==> config.mk <==
export PLATFORM = sky130hd
export DESIGN_NAME = regfile_arbiter_flat
export DESIGN_NICKNAME = d
export VERILOG_FILES = /design/src/rtl/regfile_arbiter_if.sv /design/src/rtl/regfile_arbiter.sv /design/src/flat_wrapper.sv
export SDC_FILE = /design/constraint.sdc
export NUM_CORES = 1
export LEC_CHECK = 0
export ABC_AREA = 1
export BUFFER_PORTS_ARGS = -buffer_cell sky130_fd_sc_hd__buf_2
export CAP_MARGIN = 20
export CORE_MARGIN = 1.5
export CORE_UTILIZATION = 30
export DETAILED_ROUTE_END_ITERATION = 10
export PLACE_DENSITY = 0.59
export SLEW_MARGIN = 40
export SYNTH_ARGS = -nofsm -noshare
export SYNTH_HDL_FRONTEND = slang
export SYNTH_SLANG_ARGS = --single-unit
==> constraint.sdc <==
create_clock -name clk -period 7.5 [get_ports clk]
set_input_delay 1.875 -clock clk [delete_from_list [all_inputs] [get_ports clk]]
set_output_delay 1.875 -clock clk [all_outputs]
set_load 0.005 [all_outputs]
==> src/rtl/regfile_arbiter_if.sv <==
// Requester-side and register-file-side signal bundle for regfile_arbiter.
// The slave modport is the arbiter; the master modport is its environment
// (the requesters plus the register file that supplies rf_dout).
interface regfile_arbiter_if #(
    parameter int NREQ = 3,
    parameter int DW   = 16,
    parameter int IDW  = 6
);
    // Requester handshake, one lane per requester, flattened lane-major
    logic [NREQ-1:0]     req_valid;
    logic [NREQ-1:0]     req_lock;
    logic [3*NREQ-1:0]   req_op;
    logic [IDW*NREQ-1:0] req_id;
    logic [DW*NREQ-1:0]  req_din;
    logic [NREQ-1:0]     req_ready;

    // Completion path back to the originator
    logic [NREQ-1:0]     rsp_valid;
    logic [DW-1:0]       rsp_data;
    logic                rsp_err;
    logic [NREQ-1:0]     lock_abort;

    // Register file control
    logic [DW-1:0]       rf_din;
    logic                rf_read;
    logic                rf_write;
    logic                rf_writeu;
    logic                rf_inc;
    logic                rf_dec;
    logic [IDW-1:0]      rf_id;
    logic [DW-1:0]       rf_dout;

    modport master (
        output req_valid, req_lock, req_op, req_id, req_din, rf_dout,
        input  req_ready, rsp_valid, rsp_data, rsp_err, lock_abort,
        input  rf_din, rf_read, rf_write, rf_writeu, rf_inc, rf_dec, rf_id
    );

    modport slave (
        input  req_valid, req_lock, req_op, req_id, req_din, rf_dout,
        output req_ready, rsp_valid, rsp_data, rsp_err, lock_abort,
        output rf_din, rf_read, rf_write, rf_writeu, rf_inc, rf_dec, rf_id
    );
endinterface

==> src/rtl/regfile_arbiter.sv <==
// Round-robin arbiter sharing one single-port register file between NREQ
// requesters. Each accepted request becomes exactly one cycle of register
// file strobes (IDLE -> ISSUE -> DONE), followed by a one-cycle completion
// pulse to its originator. A requester may lock ownership across ops for
// atomic sequences; an idle lock is force-released after LOCK_TIMEOUT cycles.
module regfile_arbiter #(
    parameter int NREQ         = 3,
    parameter int DW           = 16,
    parameter int IDW          = 6,
    parameter int LOCK_TIMEOUT = 16
) (
    input  logic               clk,
    input  logic               rst_n,
    regfile_arbiter_if.slave   bus
);

    localparam int PW  = $clog2(NREQ);
    localparam int CW  = $clog2(LOCK_TIMEOUT + 1);
    localparam int OPW = 3;

    localparam logic [OPW-1:0] OP_READ   = 3'd0;
    localparam logic [OPW-1:0] OP_WRITE  = 3'd1;
    localparam logic [OPW-1:0] OP_WRITEU = 3'd2;
    localparam logic [OPW-1:0] OP_INC    = 3'd3;
    localparam logic [OPW-1:0] OP_DEC    = 3'd4;

    typedef enum logic [1:0] {
        ST_IDLE  = 2'd0,
        ST_ISSUE = 2'd1,
        ST_DONE  = 2'd2
    } state_e;

    // Sequencer and arbitration state
    state_e          state_q, state_d;
    logic [PW-1:0]   rr_ptr_q, rr_ptr_d;
    logic [PW-1:0]   win_q, win_d;
    logic            locked_q, locked_d;
    logic [PW-1:0]   owner_q, owner_d;
    logic [CW-1:0]   lock_cnt_q, lock_cnt_d;
    logic            illegal_q, illegal_d;

    // Registered register-file controls
    logic            rf_read_q, rf_read_d;
    logic            rf_write_q, rf_write_d;
    logic            rf_writeu_q, rf_writeu_d;
    logic            rf_inc_q, rf_inc_d;
    logic            rf_dec_q, rf_dec_d;
    logic [IDW-1:0]  rf_id_q, rf_id_d;
    logic [DW-1:0]   rf_din_q, rf_din_d;

    // Registered response
    logic [NREQ-1:0] rsp_valid_q, rsp_valid_d;
    logic [DW-1:0]   rsp_data_q, rsp_data_d;
    logic            rsp_err_q, rsp_err_d;

    // Combinational arbitration results
    logic            grant;
    logic [PW-1:0]   grant_idx;
    logic            owner_hold;
    logic [OPW-1:0]  op_sel;
    logic [NREQ-1:0] ready_c;
    logic [NREQ-1:0] abort_c;

    // Requester index `offset` positions after `base`, wrapping at NREQ
    function automatic logic [PW-1:0] rr_index(input logic [PW-1:0] base,
                                               input int offset);
        int idx;
        idx = int'(base) + offset;
        if (idx >= NREQ) begin
            idx = idx - NREQ;
        end
        return PW'(idx);
    endfunction

    // Next-state, arbitration and strobe decode for the three-phase sequencer
    always_comb begin
        // NOTE: every variable gets a default before the case so that no
        // path leaves one unassigned, which would otherwise infer a latch.
        state_d     = state_q;
        rr_ptr_d    = rr_ptr_q;
        win_d       = win_q;
        locked_d    = locked_q;
        owner_d     = owner_q;
        lock_cnt_d  = lock_cnt_q;
        illegal_d   = illegal_q;
        rf_read_d   = 1'b0;
        rf_write_d  = 1'b0;
        rf_writeu_d = 1'b0;
        rf_inc_d    = 1'b0;
        rf_dec_d    = 1'b0;
        rf_id_d     = '0;
        rf_din_d    = '0;
        rsp_valid_d = '0;
        rsp_data_d  = rsp_data_q;
        rsp_err_d   = rsp_err_q;
        grant       = 1'b0;
        grant_idx   = '0;
        owner_hold  = 1'b0;
        op_sel      = '0;
        ready_c     = '0;
        abort_c     = '0;

        case (state_q)
            ST_IDLE: begin
                // A lock only survives while its owner keeps req_lock high
                owner_hold = locked_q && bus.req_lock[owner_q];
                if (owner_hold) begin
                    if (lock_cnt_q == CW'(LOCK_TIMEOUT)) begin
                        // Idle too long: drop the lock, nobody granted this cycle
                        abort_c[owner_q] = 1'b1;
                        locked_d         = 1'b0;
                        lock_cnt_d       = '0;
                    end else if (bus.req_valid[owner_q]) begin
                        grant      = 1'b1;
                        grant_idx  = owner_q;
                        lock_cnt_d = '0;
                    end else begin
                        lock_cnt_d = lock_cnt_q + CW'(1);
                    end
                end else begin
                    locked_d   = 1'b0;
                    lock_cnt_d = '0;
                    for (int k = 0; k < NREQ; k++) begin
                        if (!grant && bus.req_valid[rr_index(rr_ptr_q, k)]) begin
                            grant     = 1'b1;
                            grant_idx = rr_index(rr_ptr_q, k);
                        end
                    end
                end

                if (grant) begin
                    ready_c[grant_idx] = 1'b1;
                    rr_ptr_d  = rr_index(grant_idx, 1);
                    win_d     = grant_idx;
                    state_d   = ST_ISSUE;
                    op_sel    = bus.req_op[int'(grant_idx)*OPW +: OPW];
                    rf_id_d   = bus.req_id[int'(grant_idx)*IDW +: IDW];
                    rf_din_d  = bus.req_din[int'(grant_idx)*DW +: DW];
                    illegal_d = 1'b0;
                    case (op_sel)
                        OP_READ:   rf_read_d   = 1'b1;
                        OP_WRITE:  rf_write_d  = 1'b1;
                        OP_WRITEU: rf_writeu_d = 1'b1;
                        OP_INC:    rf_inc_d    = 1'b1;
                        OP_DEC:    rf_dec_d    = 1'b1;
                        default:   illegal_d   = 1'b1;
                    endcase
                end
            end

            ST_ISSUE: begin
                // Strobes fall back to their defaults; capture the result
                rsp_valid_d[win_q] = 1'b1;
                rsp_err_d          = illegal_q;
                if (rf_read_q) begin
                    rsp_data_d = bus.rf_dout;
                end else if (illegal_q) begin
                    rsp_data_d = '0;
                end
                state_d = ST_DONE;
            end

            ST_DONE: begin
                // Completing requester decides whether it keeps ownership
                if (bus.req_lock[win_q]) begin
                    locked_d   = 1'b1;
                    owner_d    = win_q;
                    lock_cnt_d = '0;
                end else begin
                    locked_d = 1'b0;
                end
                state_d = ST_IDLE;
            end

            default: begin
                state_d = ST_IDLE;
            end
        endcase
    end

    // State and output registers with synchronous active-low reset
    always_ff @(posedge clk) begin
        // NOTE: sequential state uses non-blocking assignments so every flop
        // samples the pre-edge values regardless of statement order.
        if (!rst_n) begin
            state_q     <= ST_IDLE;
            rr_ptr_q    <= '0;
            win_q       <= '0;
            locked_q    <= 1'b0;
            owner_q     <= '0;
            lock_cnt_q  <= '0;
            illegal_q   <= 1'b0;
            rf_read_q   <= 1'b0;
            rf_write_q  <= 1'b0;
            rf_writeu_q <= 1'b0;
            rf_inc_q    <= 1'b0;
            rf_dec_q    <= 1'b0;
            rf_id_q     <= '0;
            rf_din_q    <= '0;
            rsp_valid_q <= '0;
            rsp_data_q  <= '0;
            rsp_err_q   <= 1'b0;
        end else begin
            state_q     <= state_d;
            rr_ptr_q    <= rr_ptr_d;
            win_q       <= win_d;
            locked_q    <= locked_d;
            owner_q     <= owner_d;
            lock_cnt_q  <= lock_cnt_d;
            illegal_q   <= illegal_d;
            rf_read_q   <= rf_read_d;
            rf_write_q  <= rf_write_d;
            rf_writeu_q <= rf_writeu_d;
            rf_inc_q    <= rf_inc_d;
            rf_dec_q    <= rf_dec_d;
            rf_id_q     <= rf_id_d;
            rf_din_q    <= rf_din_d;
            rsp_valid_q <= rsp_valid_d;
            rsp_data_q  <= rsp_data_d;
            rsp_err_q   <= rsp_err_d;
        end
    end

    // Combinational pulses are held off while reset is asserted so nobody
    // believes a request was taken by a sequencer that is being cleared.
    assign bus.req_ready  = ready_c & {NREQ{rst_n}};
    assign bus.lock_abort = abort_c & {NREQ{rst_n}};

    assign bus.rsp_valid  = rsp_valid_q;
    assign bus.rsp_data   = rsp_data_q;
    assign bus.rsp_err    = rsp_err_q;

    assign bus.rf_read    = rf_read_q;
    assign bus.rf_write   = rf_write_q;
    assign bus.rf_writeu  = rf_writeu_q;
    assign bus.rf_inc     = rf_inc_q;
    assign bus.rf_dec     = rf_dec_q;
    assign bus.rf_id      = rf_id_q;
    assign bus.rf_din     = rf_din_q;

endmodule

==> src/flat_wrapper.sv <==
// flat-port wrapper written by rule: the top's interface ports become plain ports
module regfile_arbiter_flat 
#(
    parameter int NREQ         = 3,
    parameter int DW           = 16,
    parameter int IDW          = 6,
    parameter int LOCK_TIMEOUT = 16
)
  (clk, rst_n, bus_req_valid, bus_req_lock, bus_req_op, bus_req_id, bus_req_din, bus_rf_dout, bus_req_ready, bus_rsp_valid, bus_rsp_data, bus_rsp_err, bus_lock_abort, bus_rf_din, bus_rf_read, bus_rf_write, bus_rf_writeu, bus_rf_inc, bus_rf_dec, bus_rf_id);
  regfile_arbiter_if #(.NREQ(NREQ), .DW(DW), .IDW(IDW)) bus_i ();
  input  logic clk;
  input  logic rst_n;
  input wire logic [$bits(bus_i.req_valid)-1:0] bus_req_valid;
  input wire logic [$bits(bus_i.req_lock)-1:0] bus_req_lock;
  input wire logic [$bits(bus_i.req_op)-1:0] bus_req_op;
  input wire logic [$bits(bus_i.req_id)-1:0] bus_req_id;
  input wire logic [$bits(bus_i.req_din)-1:0] bus_req_din;
  input wire logic [$bits(bus_i.rf_dout)-1:0] bus_rf_dout;
  output wire logic [$bits(bus_i.req_ready)-1:0] bus_req_ready;
  output wire logic [$bits(bus_i.rsp_valid)-1:0] bus_rsp_valid;
  output wire logic [$bits(bus_i.rsp_data)-1:0] bus_rsp_data;
  output wire logic [$bits(bus_i.rsp_err)-1:0] bus_rsp_err;
  output wire logic [$bits(bus_i.lock_abort)-1:0] bus_lock_abort;
  output wire logic [$bits(bus_i.rf_din)-1:0] bus_rf_din;
  output wire logic [$bits(bus_i.rf_read)-1:0] bus_rf_read;
  output wire logic [$bits(bus_i.rf_write)-1:0] bus_rf_write;
  output wire logic [$bits(bus_i.rf_writeu)-1:0] bus_rf_writeu;
  output wire logic [$bits(bus_i.rf_inc)-1:0] bus_rf_inc;
  output wire logic [$bits(bus_i.rf_dec)-1:0] bus_rf_dec;
  output wire logic [$bits(bus_i.rf_id)-1:0] bus_rf_id;
  assign bus_i.req_valid = bus_req_valid;
  assign bus_i.req_lock = bus_req_lock;
  assign bus_i.req_op = bus_req_op;
  assign bus_i.req_id = bus_req_id;
  assign bus_i.req_din = bus_req_din;
  assign bus_i.rf_dout = bus_rf_dout;
  assign bus_req_ready = bus_i.req_ready;
  assign bus_rsp_valid = bus_i.rsp_valid;
  assign bus_rsp_data = bus_i.rsp_data;
  assign bus_rsp_err = bus_i.rsp_err;
  assign bus_lock_abort = bus_i.lock_abort;
  assign bus_rf_din = bus_i.rf_din;
  assign bus_rf_read = bus_i.rf_read;
  assign bus_rf_write = bus_i.rf_write;
  assign bus_rf_writeu = bus_i.rf_writeu;
  assign bus_rf_inc = bus_i.rf_inc;
  assign bus_rf_dec = bus_i.rf_dec;
  assign bus_rf_id = bus_i.rf_id;
  regfile_arbiter #(.NREQ(NREQ), .DW(DW), .IDW(IDW), .LOCK_TIMEOUT(LOCK_TIMEOUT)) u_core (.clk(clk), .rst_n(rst_n), .bus(bus_i));
endmodule
==> results by stage <==
Floorplanning:
- The row count is 36.
- In this run the vertical extent of the chip is ~100 µm.
- The die width is between 100 and 150 µm.
- In this run the standard cell core region covers slightly below 0.01 mm².
- The floorplan die area is between 0.01 and 0.015 mm².
- approximately 150 I/O pins were placed.
- The starting utilization of the core area is 0.308.

Run status:
- The run finished with clean final reports.

Route:
- The post-detailed-routing wire length is between 8000 and 9000 µm.
- The routed layout has around 3300 vias.
- After detailed routing, the number of vias per cell comes to ~4.7.
- The average detailed-routed wire length per instance is 12.6 µm.
- The number of DRC violations after detailed-routing iteration 0 is 81.
- The number of optimization iterations in the first detailed-route pass is 4.
- After detailed routing, the number of remaining DRC violations is 0.
- The number of antenna-violating nets in the routed design is 0.

STA:
- The final-report hold violation count was 0.
- Setup repair after global routing left no endpoint under its margin.
- Clock skew on the completed layout was measured at 0.0128 ns.
- After routing, the total negative slack on setup checks comes to 0 ns.
- The maximum frequency from static timing analysis is between 150 and 200 MHz.
- The final max-slew violation count is 0.
- At the pin with the least slew margin, the transition time is roughly 0.73 ns.
- Setup violations remaining at the end of the flow were counted as 0.
- After layout, the minimum clock period comes to 5.79 ns.
- The portion of the clock cycle consumed by the worst path in the final layout is 0.772.
- In this run the tightest slew margin relative to its limit is 0.505.

Global route:
- The pin count of the biggest net entering global routing is 25.
- The number of global-route vias before repair was around 2800.
- The total global routing overflow is 0.
- The global-route wire length before repair is approximately 13000 µm.
- In the global route stage, overall resource usage came out at 0.162.
- The initial antenna violation count was 0.

Min path:
- The min-delay analysis places its worst path in the category reg -> reg.
- In this run the most critical hold path is launched from u_core.bus.rsp_data[10].

Flow run:
- Max-cap violations in this run came to 0.

Yosys:
- Of all flip-flops after synthesis, the portion carrying an async set or reset was 0.
- The register area share after synthesis is 0.415.
- The number of different library cells used by synthesis comes to 32.
- The parity-gate share of the synthesized area counting xor and xnor cells is 0.00878.
- Synthesis produced a netlist whose cell count is ~410.
- The largest family of logic cells by synthesized area is simple AND/OR/NAND/NOR gates.
- The most common flop cell mapped by yosys is sky130_fd_sc_hd__dfxtp_1.
- The number of enable-type register cells in the synthesized netlist is 0.
- The mux share of post-synthesis cell area is 0.
- The flop and latch count out of synthesis is 62.
- The Yosys step of the flow raised 0 warnings.
- The synthesized-area fraction occupied by and/or/nand/nor cells is 0.337.
- In this run the mean area of a mapped cell was 7.25 µm².
- The compound-gate portion of the synthesized area is 0.130.
- Of the total synthesized cell area, the portion taken by full adders, half adders and majority gates is 0.0334.
- After synthesis the cells add up to approximately 0.003 mm².
- The number of nets in the synthesized netlist is 520.

Worst setup path:
- The biggest cell delay along the critical path is 0.66 ns.
- In this design, the largest share of critical-path delay is due to simple AND/OR/NAND/NOR gates.
- The category of the worst setup path launch point is an input port.
- The critical path startpoint is bus_req_valid[0].
- By instance count, the cell type seen most on the critical path is sky130_fd_sc_hd__buf_2.
- The top fanout value on the critical path is 24.
- The signal on the critical path passes through buf_2, inv_1, o311ai_1, a21oi_1, nor3_2, nand2_2, nor2_1, buf_2.
- For flop-to-flop paths, the worst setup slack is between 4 and 5 ns.
- The slowest cell on the critical path is sky130_fd_sc_hd__nor2_1.
- The number of buffer and inverter stages on the critical path is 3.
- The launch instance of the worst register-to-register path is u_core.rr_ptr_q[0].
- The data required time at the worst endpoint is between 5 and 6 ns.
- The category of the worst setup path capture point is an output port.
- The class of the most critical setup path is in -> out.
- The arrival time at the worst endpoint is 3.92 ns.

Clock network:
- The CTS root buffer is sky130_fd_sc_hd__clkbuf_8.
- The clock-pin slew on the worst setup and hold paths is roughly 0.080 ns.
- The TritonCTS sink count is a little over 60.
- In this run the post-CTS setup repair buffer count came out at 0.
- Once the clock tree was built, the resizer swapped 0 gates to a different size.
- The maximum buffer depth of the clock tree is 2.
- The number of buffers created by CTS is 9.
- The H-tree depth is 3.
- The clock latency of the later-clocked register in the worst-skew pair is approximately 0.34 ns.
- The clock tree from TritonCTS is done.
- Buffers inserted to repair hold after CTS numbered 0.

Placement:
- The HPWL after detailed placement is 6790 µm.
- At the end of routability-driven placement, the weighted congestion stood at between 0.8 and 0.9.
- The number of I/O port buffers is 151.
- The post-place instance area is ~0.0038 mm².

Power:
- The worst-case IR drop observed on VDD is 0.164 mV.
- The power density relative to cell area is between 300 and 400 mW/mm².
- The leakage power of the design is a little under 0.002 µW.

Final layout:
- The count of inserted antenna diode cells is 0.
- The synthesis-to-finish area growth is 34.7%.
- The final non-filler cell area is a little over 0.004 mm².
- The fill cell instance count of the final layout is 1097.
- At the end of the flow the core is filled with cells to 0.414.
- The fraction of final layout cells sized beyond drive strength 1 is 0.342.
- The final layout contains around 670 nets.
-- Yosys cell counts, types with 6 or more instances --
library cell / count / area, µm²
sky130_fd_sc_hd__a31oi_1: 11 / 68.8
sky130_fd_sc_hd__inv_1: 31 / 116
sky130_fd_sc_hd__o21ai_0: 26 / 130
sky130_fd_sc_hd__clkbuf_1: 7 / 26.3
sky130_fd_sc_hd__nand3_1: 65 / 325
sky130_fd_sc_hd__nor2_1: 18 / 67.6
sky130_fd_sc_hd__ha_1: 8 / 100
sky130_fd_sc_hd__a21oi_1: 26 / 130
sky130_fd_sc_hd__nand2_1: 99 / 372
sky130_fd_sc_hd__nor3_1: 8 / 40.0
sky130_fd_sc_hd__inv_2: 6 / 22.5
sky130_fd_sc_hd__nand2_2: 6 / 37.5
sky130_fd_sc_hd__dfxtp_1: 62 / 1240
-- report_power, final --
group	switching (µW)	total, µW	internal, µW
clock	141	295	154
sequential	38.6	444	406
combinational	520	761	240
total	700	1500	800
-- stage by stage --
step | hold slack [ns] | cells | worst slack, ns | power (µW)
after floorplan | 0.437 | 413 | 2.57 | 1010
after global placement | 0.453 | 681 | 1.74 | 1200
after detailed placement | 0.463 | 681 | 1.71 | 1220
after CTS | 0.469 | 697 | 1.70 | 1510
after global routing | 0.494 | 697 | 1.43 | 1650
final | 0.472 | 697 | 1.71 | 1500
-- flip-flops by register name, summed over array words and instances (netlist names), 2 cells and up --
register,flops
u_core.bus.rsp_valid,3
u_core.lock_cnt_q,5
u_core.owner_q,2
u_core.bus.rf_din,16
u_core.bus.rsp_data,16
u_core.state_q,2
u_core.win_q,2
u_core.rr_ptr_q,2
u_core.bus.rf_id,6
-- routing by layer --
metal	track usage	share of wire
met3	0.0502	0.074
met5	0	0
met2	0.272	0.48
met4	0.0572	0.014
met1	0.196	0.43
-- cell type report --
| type | count | area (µm²) | share of cell area |
|---|---|---|---|
| clock buffer | 9 | 124 | 0.0307 |
| clock inverter | 7 | 72.6 | 0.0180 |
| inverter | 38 | 143 | 0.0354 |
| multi-input combinational | 297 | 1530 | 0.379 |
| sequential | 62 | 1240 | 0.308 |
| tap | 133 | 166 | 0.0413 |
| timing repair buffer | 151 | 756 | 0.188 |
-- cell usage in the layout (no fill, tap or decap), types with 6 or more instances in the layout --
master and n:
sky130_fd_sc_hd__inv_1 31, sky130_fd_sc_hd__nor2_1 16, sky130_fd_sc_hd__nand3_1 65, sky130_fd_sc_hd__o21ai_0 26, sky130_fd_sc_hd__nand2_1 99, sky130_fd_sc_hd__buf_2 151, sky130_fd_sc_hd__ha_1 8, sky130_fd_sc_hd__inv_2 6
sky130_fd_sc_hd__dfxtp_1 62, sky130_fd_sc_hd__clkbuf_8 9, sky130_fd_sc_hd__a21oi_1 26, sky130_fd_sc_hd__nand2_2 6, sky130_fd_sc_hd__a31oi_1 11, sky130_fd_sc_hd__nor3_1 8
-- logic make-up after synthesis --
group                      Yosys count
DFF                                 62
adders and majority gates            8
and+or+nand+nor                    215
AOI/OAI and AO/OA                   71
xor gates and xnor gates             3
buffers and inverters               54
-- final timing paths --
path / cells after the start / to
worst max-delay path: 8 / bus_req_ready[0]
worst min-delay path: 2 / u_core.bus.rsp_data[10]
worst min register to register: 2 / u_core.bus.rsp_data[10]
worst max register to register: 15 / u_core.bus.rf_id[3]
-- tightest hold or removal path: stages, from the launching register on --
cell and delay (ns):
sky130_fd_sc_hd__dfxtp_1 0.31, sky130_fd_sc_hd__o21ai_0 0.06, sky130_fd_sc_hd__a21oi_1 0.06
Power figures use the tool's default switching activity.
